### src/rtl/conv_psum_collector.sv
// conv_psum_collector
//   Collects partial-sum words from a PE array and accumulates each lane
//   across the input channels of a group. When the group's last channel has
//   been accepted, the accumulated row is drained one lane per handshake.
//
//   Optional feature macro: PSUM_RELU_EN
//     defined   -> drained samples are clamped at zero (ReLU). The stored
//                  accumulators are left untouched.
//     undefined -> drained samples equal the accumulators unmodified.
//
// Ports
//   clk         sole clock, rising edge
//   rst         asynchronous, active-high reset
//   psum_valid  psum_in beat valid
//   psum_in     LANES lanes of signed PSUM_W psums, lane i at [i*PSUM_W +: PSUM_W]
//   first_ch    beat is the first channel of a group (load instead of add)
//   last_ch     beat is the last channel of a group (row complete)
//   psum_ready  high while beats are accepted (ACCUM state)
//   out_valid   high while a drained sample is presented (DRAIN state)
//   out_ready   downstream accepts out_data
//   out_data    accumulated lane out_idx, signed ACC_W
//   out_idx     lane index of out_data
//   out_last    high with lane LANES-1
//   drop_err    sticky: a beat arrived while psum_ready was low
//   sat_flag    sticky: an accumulator saturated
module conv_psum_collector #(
   parameter int LANES  = 24,
   parameter int PSUM_W = 20,
   parameter int ACC_W  = 24
) (
   input  logic                      clk,
   input  logic                      rst,
   input  logic                      psum_valid,
   input  logic [LANES*PSUM_W-1:0]   psum_in,
   input  logic                      first_ch,
   input  logic                      last_ch,
   output logic                      psum_ready,
   output logic                      out_valid,
   input  logic                      out_ready,
   output logic [ACC_W-1:0]          out_data,
   output logic [4:0]                out_idx,
   output logic                      out_last,
   output logic                      drop_err,
   output logic                      sat_flag
);

   localparam logic [0:0] ST_ACCUM = 1'b0;
   localparam logic [0:0] ST_DRAIN = 1'b1;
   localparam logic [4:0] LAST_IDX = 5'(LANES - 1);

   logic [0:0]              state_q, state_d;
   logic [4:0]              idx_q, idx_d;
   logic [ACC_W-1:0]        acc_q [LANES];
   logic [ACC_W-1:0]        acc_d [LANES];
   logic                    drop_err_q, drop_err_d;
   logic                    sat_flag_q, sat_flag_d;
   logic [LANES-1:0]        clamp_s;
   logic [ACC_W-1:0]        acc_sel_s;

   // Sign-extend one psum lane to accumulator width.
   function automatic logic [ACC_W-1:0] sext(input logic [PSUM_W-1:0] v);
      sext = {{(ACC_W-PSUM_W){v[PSUM_W-1]}}, v};
   endfunction

   // Saturating signed add: one guard bit detects overflow, which then clamps
   // to the extreme of the sign the true result would have had.
   function automatic logic [ACC_W-1:0] sat_add(input logic [ACC_W-1:0] a,
                                                input logic [PSUM_W-1:0] b,
                                                output logic clamped);
      logic [ACC_W:0] sum;
      sum = {a[ACC_W-1], a} + {b[PSUM_W-1], sext(b)};
      if (sum[ACC_W] != sum[ACC_W-1]) begin
         clamped = 1'b1;
         sat_add = sum[ACC_W] ? {1'b1, {(ACC_W-1){1'b0}}} : {1'b0, {(ACC_W-1){1'b1}}};
      end else begin
         clamped = 1'b0;
         sat_add = sum[ACC_W-1:0];
      end
   endfunction

   // Next-state logic: accumulation in ACCUM, lane sequencing in DRAIN.
   always_comb begin
      state_d    = state_q;
      idx_d      = idx_q;
      acc_d      = acc_q;
      drop_err_d = drop_err_q;
      sat_flag_d = sat_flag_q;
      clamp_s    = '0;
      case (state_q)
         ST_ACCUM: begin
            if (psum_valid) begin
               for (int i = 0; i < LANES; i++) begin
                  if (first_ch) begin
                     acc_d[i] = sext(psum_in[i*PSUM_W +: PSUM_W]);
                  end else begin
                     acc_d[i] = sat_add(acc_q[i], psum_in[i*PSUM_W +: PSUM_W], clamp_s[i]);
                  end
               end
               if (|clamp_s) begin
                  sat_flag_d = 1'b1;
               end else begin
                  sat_flag_d = sat_flag_q;
               end
               if (last_ch) begin
                  state_d = ST_DRAIN;
                  idx_d   = 5'd0;
               end else begin
                  state_d = ST_ACCUM;
               end
            end else begin
               state_d = ST_ACCUM;
            end
         end
         ST_DRAIN: begin
            // Beats are not accepted here; they are recorded, never applied.
            if (psum_valid) begin
               drop_err_d = 1'b1;
            end else begin
               drop_err_d = drop_err_q;
            end
            if (out_ready) begin
               if (idx_q == LAST_IDX) begin
                  state_d = ST_ACCUM;
                  idx_d   = 5'd0;
               end else begin
                  idx_d = idx_q + 5'd1;
               end
            end else begin
               idx_d = idx_q;
            end
         end
         default: begin
            state_d = ST_ACCUM;
            idx_d   = 5'd0;
         end
      endcase
   end

   // State registers; accumulators are deliberately not cleared between rows.
   always_ff @(posedge clk or posedge rst) begin
      if (rst) begin
         state_q    <= ST_ACCUM;
         idx_q      <= 5'd0;
         drop_err_q <= 1'b0;
         sat_flag_q <= 1'b0;
         for (int i = 0; i < LANES; i++) begin
            acc_q[i] <= '0;
         end
      end else begin
         state_q    <= state_d;
         idx_q      <= idx_d;
         drop_err_q <= drop_err_d;
         sat_flag_q <= sat_flag_d;
         for (int i = 0; i < LANES; i++) begin
            acc_q[i] <= acc_d[i];
         end
      end
   end

   assign acc_sel_s = acc_q[idx_q];

   // Output sample select; zero outside DRAIN so the bus is quiet between rows.
   always_comb begin
      out_data = '0;
      if (state_q == ST_DRAIN) begin
`ifdef PSUM_RELU_EN
         if (acc_sel_s[ACC_W-1]) begin
            out_data = '0;
         end else begin
            out_data = acc_sel_s;
         end
`else
         out_data = acc_sel_s;
`endif
      end else begin
         out_data = '0;
      end
   end

   assign psum_ready = (state_q == ST_ACCUM);
   assign out_valid  = (state_q == ST_DRAIN);
   assign out_idx    = idx_q;
   assign out_last   = (state_q == ST_DRAIN) && (idx_q == LAST_IDX);
   assign drop_err   = drop_err_q;
   assign sat_flag   = sat_flag_q;

endmodule

### config.mk
export PLATFORM = sky130hd
export DESIGN_NAME = conv_psum_collector
export DESIGN_NICKNAME = d
export VERILOG_FILES = /design/src/rtl/conv_psum_collector.sv
export SDC_FILE = /design/constraint.sdc
export NUM_CORES = 2
export LEC_CHECK = 0
export CELL_PAD_IN_SITES_DETAIL_PLACEMENT = 1
export CELL_PAD_IN_SITES_GLOBAL_PLACEMENT = 2
export CORE_ASPECT_RATIO = 1.25
export CORE_MARGIN = 3
export CORE_UTILIZATION = 36
export CTS_BUF_LIST = sky130_fd_sc_hd__clkbuf_16
export CTS_CLUSTER_DIAMETER = 50
export DETAILED_ROUTE_END_ITERATION = 8
export GPL_TIMING_DRIVEN = 0
export PLACE_DENSITY_LB_ADDON = 0.1
export SLEW_MARGIN = 25
export SYNTH_ARGS = -nofsm -noshare
export SYNTH_HDL_FRONTEND = slang
export SYNTH_SLANG_ARGS = --single-unit
### constraint.sdc
create_clock -name clk -period 22.7 [get_ports clk]
set_clock_uncertainty 0.1 [all_clocks]
set_input_delay 2.27 -clock clk [delete_from_list [all_inputs] [get_ports clk]]
set_output_delay 2.27 -clock clk [all_outputs]
set_load 0.005 [all_outputs]
==> metrics.md <==
| Metric | Value |
|---|---|
| Synth Cell Area | 59700 sq um |
| Syn avg cell area | 8.17 sq um |
| Pins over their slew limit | 0 |
| Worst reg2reg setup slack | 17.13 ns |
| Sequential share of the synthesized area | 0.245 |
| Critical path class | flop to primary output |
| Final antenna-violating net count | 0 |
| Hold path cells | 1 |
| Clock Tree Root | clkbuf_16 |
| Lkg Pwr | 0.0319 uW |
| Initial Util | 0.363 |
| Pwr dens | 144 nW/um^2 |
| Min-delay worst type | flop to flop |
| Syn. warnings | 0 |
| Final hold slack | 0.370 ns |
| Critical path origin | out_idx[1] |
| Layout cells sized above 1 | 0.0725 |
| Register bit total from synthesis | 584 |
| CTS resizes | 0 |
| Skew-Pair Late Insertion Delay | 0.78 ns |
| Final hold vios | 0 |
| Core Region | 164000 sq um |
| Commonest non-fill, non-tap cell in the layout | a21oi_1 |
| Multi-input logic area | 42900 sq um |
| Total clock sinks | 584 |
| Pre-antenna DRT Iters | 6 |
| R2R Path Start | acc_q[386] |
| Max cap viols | 0 |
| Required @ worst endpoint | 20.33 ns |
| Fillers | 19500 |
| Peak supply drop | 0.0720 mV |
| GRT Util Overall | 0.402 |
| Vias in the first global route | 64600 |
| Post-synth ARST share | 1.00 |
| Post-DP Area | 69100 sq um |
| CTS tree | done |
| Fmax | 113 MHz |
| Yosys cell types | 97 |
| Hpwl dp | 288 mm |
| Synthesized instance count | 7306 |
| Sequential Area | 14600 sq um |
| Die X-Extent | 370 um |
| Max-slew headroom at the worst pin | 0.207 |
| Max Buffers Root-to-Sink | 3 |
| Area delta synth->final | 22.6% |
| Worst Hold End | drop_err |
| Routability cong. | 1.00 |
| RSZ-0062 raised after global routing | false |
| Critical path startpoint category | flop |
| Largest net degree at the start of global routing | 85 |
| # Post-CTS Setup Buffers | 0 |
| Setup violations, final | 0 |
| Fin crit share | 0.390 |
| Syn Nets | 8393 |
| Critical Path End Type | primary output |
| Reg2Reg Depth | 13 |
| Die Ht | 461 um |
| Post-synth top flop | dfrtp_1 |
| Die ar. | 171000 sq um |
| Nets@finish | 9087 |
| Via count | 65000 |
| Design Area, Final | 73100 sq um |
| H-tree depth | 3 |
| Hold Startpoint | drop_err |
| # DRC | 0 |
| Global-route wire length before repair | 488 mm |
| CTS buffer count | 118 |
| Num rows | 166 |
| Fin crit period | 8.85 ns |
| Worst-margin pin slew | 1.19 ns |
| Arrival time worst endpoint | 6.48 ns |
| Vias per Instance | 6.30 |
| Worst-path clk slew | 0.05 ns |
| WL final | 352 mm |
| Commonest non-fill, non-tap cells in the layout | a21oi_1 (865), nand2_1 (780), o21ai_0 (678), nor2_1 (622), dfrtp_1 (584) |
| Setup TNS | 0 ns |
| EDFF count, synth | 0 |
| Initial drt markers | 5937 |
| Post-CTS Hold Fix Bufs | 0 |
| Reg-to-reg endpoint | sat_flag |
| Port Buffers | 519 |
| GRT overflow | 0 |
| Top-Level Pins | 520 |
| Initial antenna violation count | 68 |
| Avg WL per Cell | 34.1 um |
| Outcome | complete, no violations |
| Max FO, Critical Path | 10 |
report_power, final:
part	leakage, uW	internal, uW	switching [uW]	total [uW]
Combinational	0.0229	2610	4070	6690
Sequential	0.00709	1420	634	2050
Clock	0.00194	1110	715	1820
Total	0.0319	5140	5420	10600
per-stage QoR:
stage | worst slack [ns] | total power, uW | cells | utilization
after floorplan | 3.99 | 6050 | 7306 | -
after global placement | -7.09 | 8390 | 10000 | 0.411
after detailed placement | 14.88 | 8530 | 10100 | 0.421
after CTS | 14.04 | 10400 | 10300 | 0.445
after global routing | 13.87 | 11100 | 10300 | 0.445
final | 13.85 | 10600 | 10300 | 0.445
worst max-delay path by stage:
stage                        end  cells after the start  slack, ns
finish              out_data[14]                     10      13.85
global route        out_data[14]                     10      13.87
CTS                  out_data[6]                     10      14.04
floorplan               acc_q[0]                      1       3.99
detailed placement   out_data[6]                     10      14.88
global placement       acc_q[59]                      2      -7.09
final cells by class:
cell class | count | area share
Multi-Input combinational cell | 6151 | 0.587
Sequential cell | 584 | 0.200
Timing Repair Buffer | 574 | 0.0897
Clock buffer | 120 | 0.0411
Tap cell | 2184 | 0.0374
Buffer | 330 | 0.0188
Clock inverter | 100 | 0.0129
Inverter | 241 | 0.0125
Antenna cell | 39 | 0.00133
flip-flops by register name (all words and copies together) (netlist names):
register   count
drop_err       1
out_valid      1
sat_flag       1
acc_q        576
out_idx        5
cell usage after synthesis, types with 145 or more instances:
library cell	number	area share
xnor2_1	292	0.043
inv_1	238	0.015
xor2_1	183	0.027
o21ai_0	678	0.057
nand2_1	780	0.049
o21ai_1	145	0.012
a21oi_1	865	0.073
clkbuf_1	284	0.018
dfrtp_1	584	0.24
ha_1	577	0.12
mux4_2	168	0.063
nor2_1	622	0.039
a21o_1	239	0.030
cells by family after synthesis:
kind of cell               Yosys count  synth area share
AOI/OAI and AO/OA                 2736             0.278
xor gates and xnor gates           476            0.0700
adders and majority gates          695             0.145
buffers and inverters              571            0.0360
DFF                                584             0.245
muxes                              255            0.0781
and+or+nand+nor                   1989             0.149
layer usage:
metal,routed length [um],global-route usage,part of all wire,up-vias
met5,95,0,0.00027,-
met4,28200,0.276,0.080,14
met3,30200,0.0870,0.086,802
met2,154000,0.620,0.44,2884
met1,140000,0.500,0.40,32900
li1,-,-,-,28400
worst max-delay path: stages (launching register included):
cell             delay (ns)
dfrtp_1                0.63
clkbuf_1               0.67
clkbuf_2               0.69
clkbuf_1               0.83
buf_1                  0.77
mux4_2                 0.54
mux2i_1                0.11
nor2_1                 0.12
a21oi_1                0.06
nor2_1                 0.60
clkdlybuf4s50_1        0.65
Note: power is estimated with default switching activity, not from simulation.
